[src/rtl/spi_master_seq.sv]
// -----------------------------------------------------------------------------
// spi_master_seq
//
// Host-side SPI sequencer. Takes one 10-bit command ({op, payload}) at a time
// over a valid/ready port and serialises it as a complete slave frame. The bit
// clock is clk itself, so one bit goes out per cycle. For read-data commands
// (op == 2'b11) it waits RD_WAIT cycles, samples 8 MISO bits MSB first and
// returns the byte with a one-cycle rsp_valid strobe.
//
// Frame: IDLE -> SEL -> CMD -> SHIFT -> (read-data ? WAIT -> CAPT : HOLD)
//        -> GAP -> IDLE
//
// Ports:
//   clk        system clock, also the SPI bit clock
//   rst_n      synchronous active-low reset
//   req_valid  command present
//   req_ready  block idle and able to accept (state == IDLE)
//   req_op     00 write-addr, 01 write-data, 10 read-addr, 11 read-data
//   req_data   address or data payload
//   rsp_valid  one-cycle pulse, rsp_data carries a fresh read byte
//   rsp_data   last byte captured from MISO, held between responses
//   busy       high whenever a frame is in progress
//   ss_n       slave select, active low, registered
//   mosi       serial data to the slave, registered
//   miso       serial data from the slave, synchronous to clk
// -----------------------------------------------------------------------------
module spi_master_seq #(
  parameter int RD_WAIT = 3,
  parameter int HOLD    = 2,
  parameter int GAP     = 2
) (
  input  logic       clk,
  input  logic       rst_n,
  input  logic       req_valid,
  output logic       req_ready,
  input  logic [1:0] req_op,
  input  logic [7:0] req_data,
  output logic       rsp_valid,
  output logic [7:0] rsp_data,
  output logic       busy,
  output logic       ss_n,
  output logic       mosi,
  input  logic       miso
);

  typedef enum logic [2:0] {
    S_IDLE,
    S_SEL,
    S_CMD,
    S_SHIFT,
    S_HOLD,
    S_WAIT,
    S_CAPT,
    S_GAP
  } state_t;

  // Terminal counts; every phase counts up from 0 and stops at its last value.
  localparam logic [3:0] SHIFT_LAST = 4'd9;
  localparam logic [3:0] CAPT_LAST  = 4'd7;
  localparam logic [3:0] HOLD_LAST  = 4'(HOLD - 1);
  localparam logic [3:0] WAIT_LAST  = 4'(RD_WAIT - 1);
  localparam logic [3:0] GAP_LAST   = 4'(GAP - 1);

  state_t     state;
  logic [3:0] cnt;
  logic [9:0] frame;
  logic       is_read;
  logic [7:0] shreg;

  // Handshake and status are straight decodes of the state register.
  assign req_ready = (state == S_IDLE);
  assign busy      = (state != S_IDLE);

  // Sequencer. Each transition also loads ss_n/mosi for the state being
  // entered, so the pins always match the state of the current cycle.
  // The frame register shifts left during SHIFT; its MSB is the next bit out.
  always_ff @(posedge clk) begin
    if (!rst_n) begin
      state     <= S_IDLE;
      cnt       <= 4'd0;
      frame     <= 10'd0;
      is_read   <= 1'b0;
      shreg     <= 8'h00;
      ss_n      <= 1'b1;
      mosi      <= 1'b0;
      rsp_valid <= 1'b0;
      rsp_data  <= 8'h00;
    end else begin
      rsp_valid <= 1'b0;
      unique case (state)
        S_IDLE: begin
          if (req_valid) begin
            frame   <= {req_op, req_data};
            is_read <= &req_op;
            cnt     <= 4'd0;
            ss_n    <= 1'b0;
            mosi    <= 1'b0;
            state   <= S_SEL;
          end
        end
        S_SEL: begin
          // Command bit: frame[9] is 0 for writes and 1 for reads.
          mosi  <= frame[9];
          state <= S_CMD;
        end
        S_CMD: begin
          mosi  <= frame[9];
          frame <= {frame[8:0], 1'b0};
          cnt   <= 4'd0;
          state <= S_SHIFT;
        end
        S_SHIFT: begin
          if (cnt == SHIFT_LAST) begin
            mosi  <= 1'b0;
            cnt   <= 4'd0;
            state <= is_read ? S_WAIT : S_HOLD;
          end else begin
            mosi  <= frame[9];
            frame <= {frame[8:0], 1'b0};
            cnt   <= cnt + 4'd1;
          end
        end
        S_HOLD: begin
          if (cnt == HOLD_LAST) begin
            ss_n  <= 1'b1;
            cnt   <= 4'd0;
            state <= S_GAP;
          end else begin
            cnt <= cnt + 4'd1;
          end
        end
        S_WAIT: begin
          if (cnt == WAIT_LAST) begin
            cnt   <= 4'd0;
            state <= S_CAPT;
          end else begin
            cnt <= cnt + 4'd1;
          end
        end
        S_CAPT: begin
          // The 8th sample goes straight into rsp_data on the same edge.
          shreg <= {shreg[6:0], miso};
          if (cnt == CAPT_LAST) begin
            rsp_data  <= {shreg[6:0], miso};
            rsp_valid <= 1'b1;
            ss_n      <= 1'b1;
            cnt       <= 4'd0;
            state     <= S_GAP;
          end else begin
            cnt <= cnt + 4'd1;
          end
        end
        S_GAP: begin
          if (cnt == GAP_LAST) begin
            cnt   <= 4'd0;
            state <= S_IDLE;
          end else begin
            cnt <= cnt + 4'd1;
          end
        end
        default: begin
          ss_n  <= 1'b1;
          mosi  <= 1'b0;
          cnt   <= 4'd0;
          state <= S_IDLE;
        end
      endcase
    end
  end

endmodule

[config.mk]
export PLATFORM = sky130hd
export DESIGN_NAME = spi_master_seq
export DESIGN_NICKNAME = d
export VERILOG_FILES = /design/src/rtl/spi_master_seq.sv
export SDC_FILE = /design/constraint.sdc
export NUM_CORES = 1
export LEC_CHECK = 0
export CAP_MARGIN = 10
export CELL_PAD_IN_SITES_DETAIL_PLACEMENT = 1
export CELL_PAD_IN_SITES_GLOBAL_PLACEMENT = 1
export CORE_ASPECT_RATIO = 0.9
export CORE_UTILIZATION = 36
export DETAILED_ROUTE_END_ITERATION = 10
export PLACE_DENSITY_LB_ADDON = 0.1
export SETUP_SLACK_MARGIN = 0.05
export SLEW_MARGIN = 20
export SYNTH_ARGS = -nofsm -noshare
export SYNTH_HDL_FRONTEND = slang
export SYNTH_SLANG_ARGS = --single-unit
[constraint.sdc]
create_clock -name clk -period 1.6 [get_ports clk]
set_input_delay 0.16 -clock clk [delete_from_list [all_inputs] [get_ports clk]]
set_output_delay 0.16 -clock clk [all_outputs]
set_load 0.03 [all_outputs]
==> results of run 1 <==
==> what timing repair did <==
item                       in CTS  in global routing
setup endpoints to repair      20                 26
gates resized for setup         5                 34
setup buffers                   2                  2
gates cloned                    0                  3
pin swaps                       1                 11
==> registers in the layout, indices dropped and copies added, names as in the netlist <==
signal / count
cnt: 4
ss_n: 1
mosi: 1
rsp_data: 8
rsp_valid: 1
is_read: 1
state: 3
frame: 10
shreg: 7
==> cells in the final DEF (no fill, tap or decap), types with 2 or more instances in the layout <==
master,instances
o211a_1,5
a31oi_1,2
xnor2_1,2
ha_4,2
nor2_1,21
mux2i_1,24
nor3b_1,2
a21oi_1,7
nand2b_4,2
nand2_2,4
a211oi_1,3
clkdlybuf4s50_1,24
nand2b_1,2
a211oi_2,2
inv_2,2
dfxtp_4,2
nor2b_1,4
o21ai_1,2
o21ai_0,5
clkbuf_16,2
buf_12,2
nor3_1,4
dfxtp_2,5
buf_6,2
dfxtp_1,29
nand2_1,6
nand3_1,4
clkbuf_8,5
nand2_4,2
inv_1,5
nand3b_1,4
buf_4,21
==> kinds of logic (layout without fill, tap and decap cells) <==
group / count (synthesis) / count (layout) / share of synthesized area (%)
multiplexers: 24 / 24 / 13.8
buffers and inverters: 21 / 66 / 6.52
adder cells (fa/ha/maj): 3 / 3 / 2.15
XOR/XNOR: 3 / 3 / 1.50
flip-flops: 36 / 36 / 41.3
AO/OA/AOI/OAI: 36 / 36 / 14.8
AND/OR/NAND/NOR: 64 / 64 / 20.1
==> final cells by class <==
| class | instances | area (um^2) |
|---|---|---|
| clock buffers | 5 | 68.8 |
| clock inverters | 3 | 42.5 |
| fillers | 523 | 2050 |
| inverters | 7 | 26.3 |
| multi-input cells | 130 | 1030 |
| flip-flops and latches | 36 | 734 |
| well taps | 62 | 77.6 |
| repair buffers | 51 | 510 |
==> metal layers <==
metal	up-vias	share of wire, %	GRT usage (%)
met5	-	0	0
met4	0	1.7	6.94
met3	8	3.9	6.33
met2	26	49	30.4
met1	731	45	22.2
li1	737	-	-
==> stage by stage <==
| stage | setup WS, ps | utilization [%] | cells |
|---|---|---|---|
| 6_report | 36.4 | 54.8 | 294 |
| 5_1_grt | -8.92 | 54.8 | 294 |
| 4_1_cts | 17.3 | 50.7 | 289 |
| 3_5_place_dp | -46.9 | 47.3 | 279 |
| 3_3_place_gp | 67.5 | 47.3 | 279 |
| 2_1_floorplan | 90.0 | - | 187 |
==> worst max-delay path: cells and delay by family, from the launching register on <==
kind | cells | cell delay, ps
flops | 1 | 400
buf+inv | 2 | 260
fa+ha+maj | 1 | 150
simple gates | 3 | 240
compound gates | 2 | 390
==> how the worst max path moves through the flow <==
stage	from	to	slack (ps)	cells after the start
after floorplan	state[2]$_SDFFE_PN0P_	ss_n$_SDFFE_PN1P_	90	5
after global placement	cnt[1]$_SDFFE_PN0P_	state[0]$_SDFFE_PN0P_	70	6
after detailed placement	cnt[1]$_SDFFE_PN0P_	state[0]$_SDFFE_PN0P_	-50	6
after CTS	cnt[0]$_SDFFE_PN0P_	state[0]$_SDFFE_PN0P_	20	7
after global routing	cnt[1]$_SDFFE_PN0P_	frame[2]$_SDFFE_PN0P_	-9	8
final	cnt[1]$_SDFFE_PN0P_	frame[3]$_SDFFE_PN0P_	40	8
==> report_power, final <==
part | switching, mW | leakage, nW | internal (mW) | total, mW
Combinational | 0.311 | 0.694 | 0.351 | 0.662
Sequential | 0.0544 | 0.297 | 0.960 | 1.01
Clock | 0.346 | 0.0541 | 0.461 | 0.807
Total | 0.711 | 1.05 | 1.77 | 2.48
==> impl_results.md, run 1 <==
- Top cells by area, synth: dfxtp_1, mux2i_1, nor2_1, o211a_1, buf_4
- Post-Syn Area: 0.00175 mm^2
- Port bufs: 26
- Outcome: completed
- Worst R2R End: frame[3]$_SDFFE_PN0P_
- First-iteration detailed-routing DRC count: 61
- Register area share after synthesis: 41.3%
- TNS Setup: 0 ps
- Leakage: 1.05 nW
- Final Power: 2.48 mW
- Layout cells sized above 1: 29.7%
- Share of the synthesized area in the top cell type: 41.3%
- PwrDens: 996 mW/mm^2
- GPL Wtd Cong: 0.773
- Slew margin rel.: 75.4%
- NumNets Final: 248
- Post-synth cell types: 41
- RSZ-0062 raised after global routing: yes
- IO Pins: 27
- Die width: 75.4 um
- Hold endpoint: frame[0]$_SDFFE_PN0P_
- Vias in the first global route: 1504
- Antenna diodes: 0
- Final hold violations: 0
- Crit path max fanout: 5
- Hold Crit Class: reg2reg
- Hold Startpoint: frame[0]$_SDFFE_PN0P_
- Max Transition Viols Final: 0
- Via Count: 1502
- DRC: 0
- Area leader, netlist: dfxtp_1
- Clock Latency Late Sink: 290 ps
- Synth Warn #: 0
- R2R depth: 8
- Sink Count: 36
- Dpl cell area: 0.00215 mm^2
- Ys flop type: dfxtp_1
- Post-DR wirelength/cell: 15.8 um
- Fmax: 640 MHz
- WL final: 4630 um
- Nature of the critical path endpoint: flop
- CTS tree: yes
- Synth Instances: 187
- Reg2reg setup slack: 40 ps
- Setup Crit Path Kind: reg2reg
- Period utilization: 97.7%
- Async S/R FF share, synth: 0%
- VDD IR max: 509 uV
- Die ar.: 0.00513 mm^2
- Number of vias per cell: 5.11
- Reg2reg start: cnt[1]$_SDFFE_PN0P_
- Initial antenna violation count: 0
- Mapped Avg Cell Area: 9.34 um^2
- TritonRoute pass-1 iters: 4
- Post-CTS Hold Fix Bufs: 0
- Most frequent cells after synthesis: dfxtp_1, mux2i_1, nor2_1, nand2_1, a21oi_1
- ANT nets after route: 0
- Post-synth EDFFs: 0
- Req. time, crit path: 1790 ps
- Final instance area: 0.00249 mm^2
- Worst Setup Start Kind: flop
- Mapped Nets: 204
- Syn-to-layout area delta: 42.7%
- Max Cap Viol: 0
- Site Rows: 23
- Slew @ Worst Pin: 366 ps
- Fin crit period: 1560 ps
- Hold WS: 486 ps
- Setup Viol. Count Final: 0
- Worst Path Arrival: 1750 ps
- Max stage delay cell, worst path: dfxtp_4
- Largest net degree at the start of global routing: 21
- GRT Total Usage: 18.4%
- Worst Hold Depth: 2
- Most common cell in the netlist: dfxtp_1
- Clock tree buffer depth: 2
- Starting Density: 38.4%
- Die Span Y: 68.1 um
- Post-DP HPWL: 2970 um
- Seq cells post-synth: 36
- H-tree levels: 2
- Clock root cell: clkbuf_8
- CTS Buf Count: 5
- Skew final: 7.12 ps
- Worst path max stage delay: 400 ps
- First-pass GRT wire length: 6870 um
- Clk slew on worst S/H paths: 80 ps
- Gr ovfl total: 0
- Core area: 0.00455 mm^2
- Critical Path, Cell by Cell: inv_2, ha_4, nand3b_1, nand2_2, a21oi_4, clkbuf_16, nand2_1, o211a_1
(Power assumes the default switching activity.)
==> inputs of run 2 (changes only) <==
--- a/config.mk
+++ b/config.mk
@@ -10,6 +10,7 @@
 export CELL_PAD_IN_SITES_GLOBAL_PLACEMENT = 1
 export CORE_ASPECT_RATIO = 0.9
 export CORE_UTILIZATION = 36
+export CTS_CLUSTER_SIZE = 28
 export DETAILED_ROUTE_END_ITERATION = 10
 export PLACE_DENSITY_LB_ADDON = 0.1
 export SETUP_SLACK_MARGIN = 0.05
==> results of run 2 <==
Final layout, timing and power as in run 1 (identical DEF).
==> inputs of run 3 (changes only) <==
--- a/config.mk
+++ b/config.mk
@@ -5,7 +5,6 @@
 export SDC_FILE = /design/constraint.sdc
 export NUM_CORES = 1
 export LEC_CHECK = 0
-export CAP_MARGIN = 10
 export CELL_PAD_IN_SITES_DETAIL_PLACEMENT = 1
 export CELL_PAD_IN_SITES_GLOBAL_PLACEMENT = 1
 export CORE_ASPECT_RATIO = 0.9
==> results of run 3 <==
Final layout, timing and power as in run 1 (identical DEF).
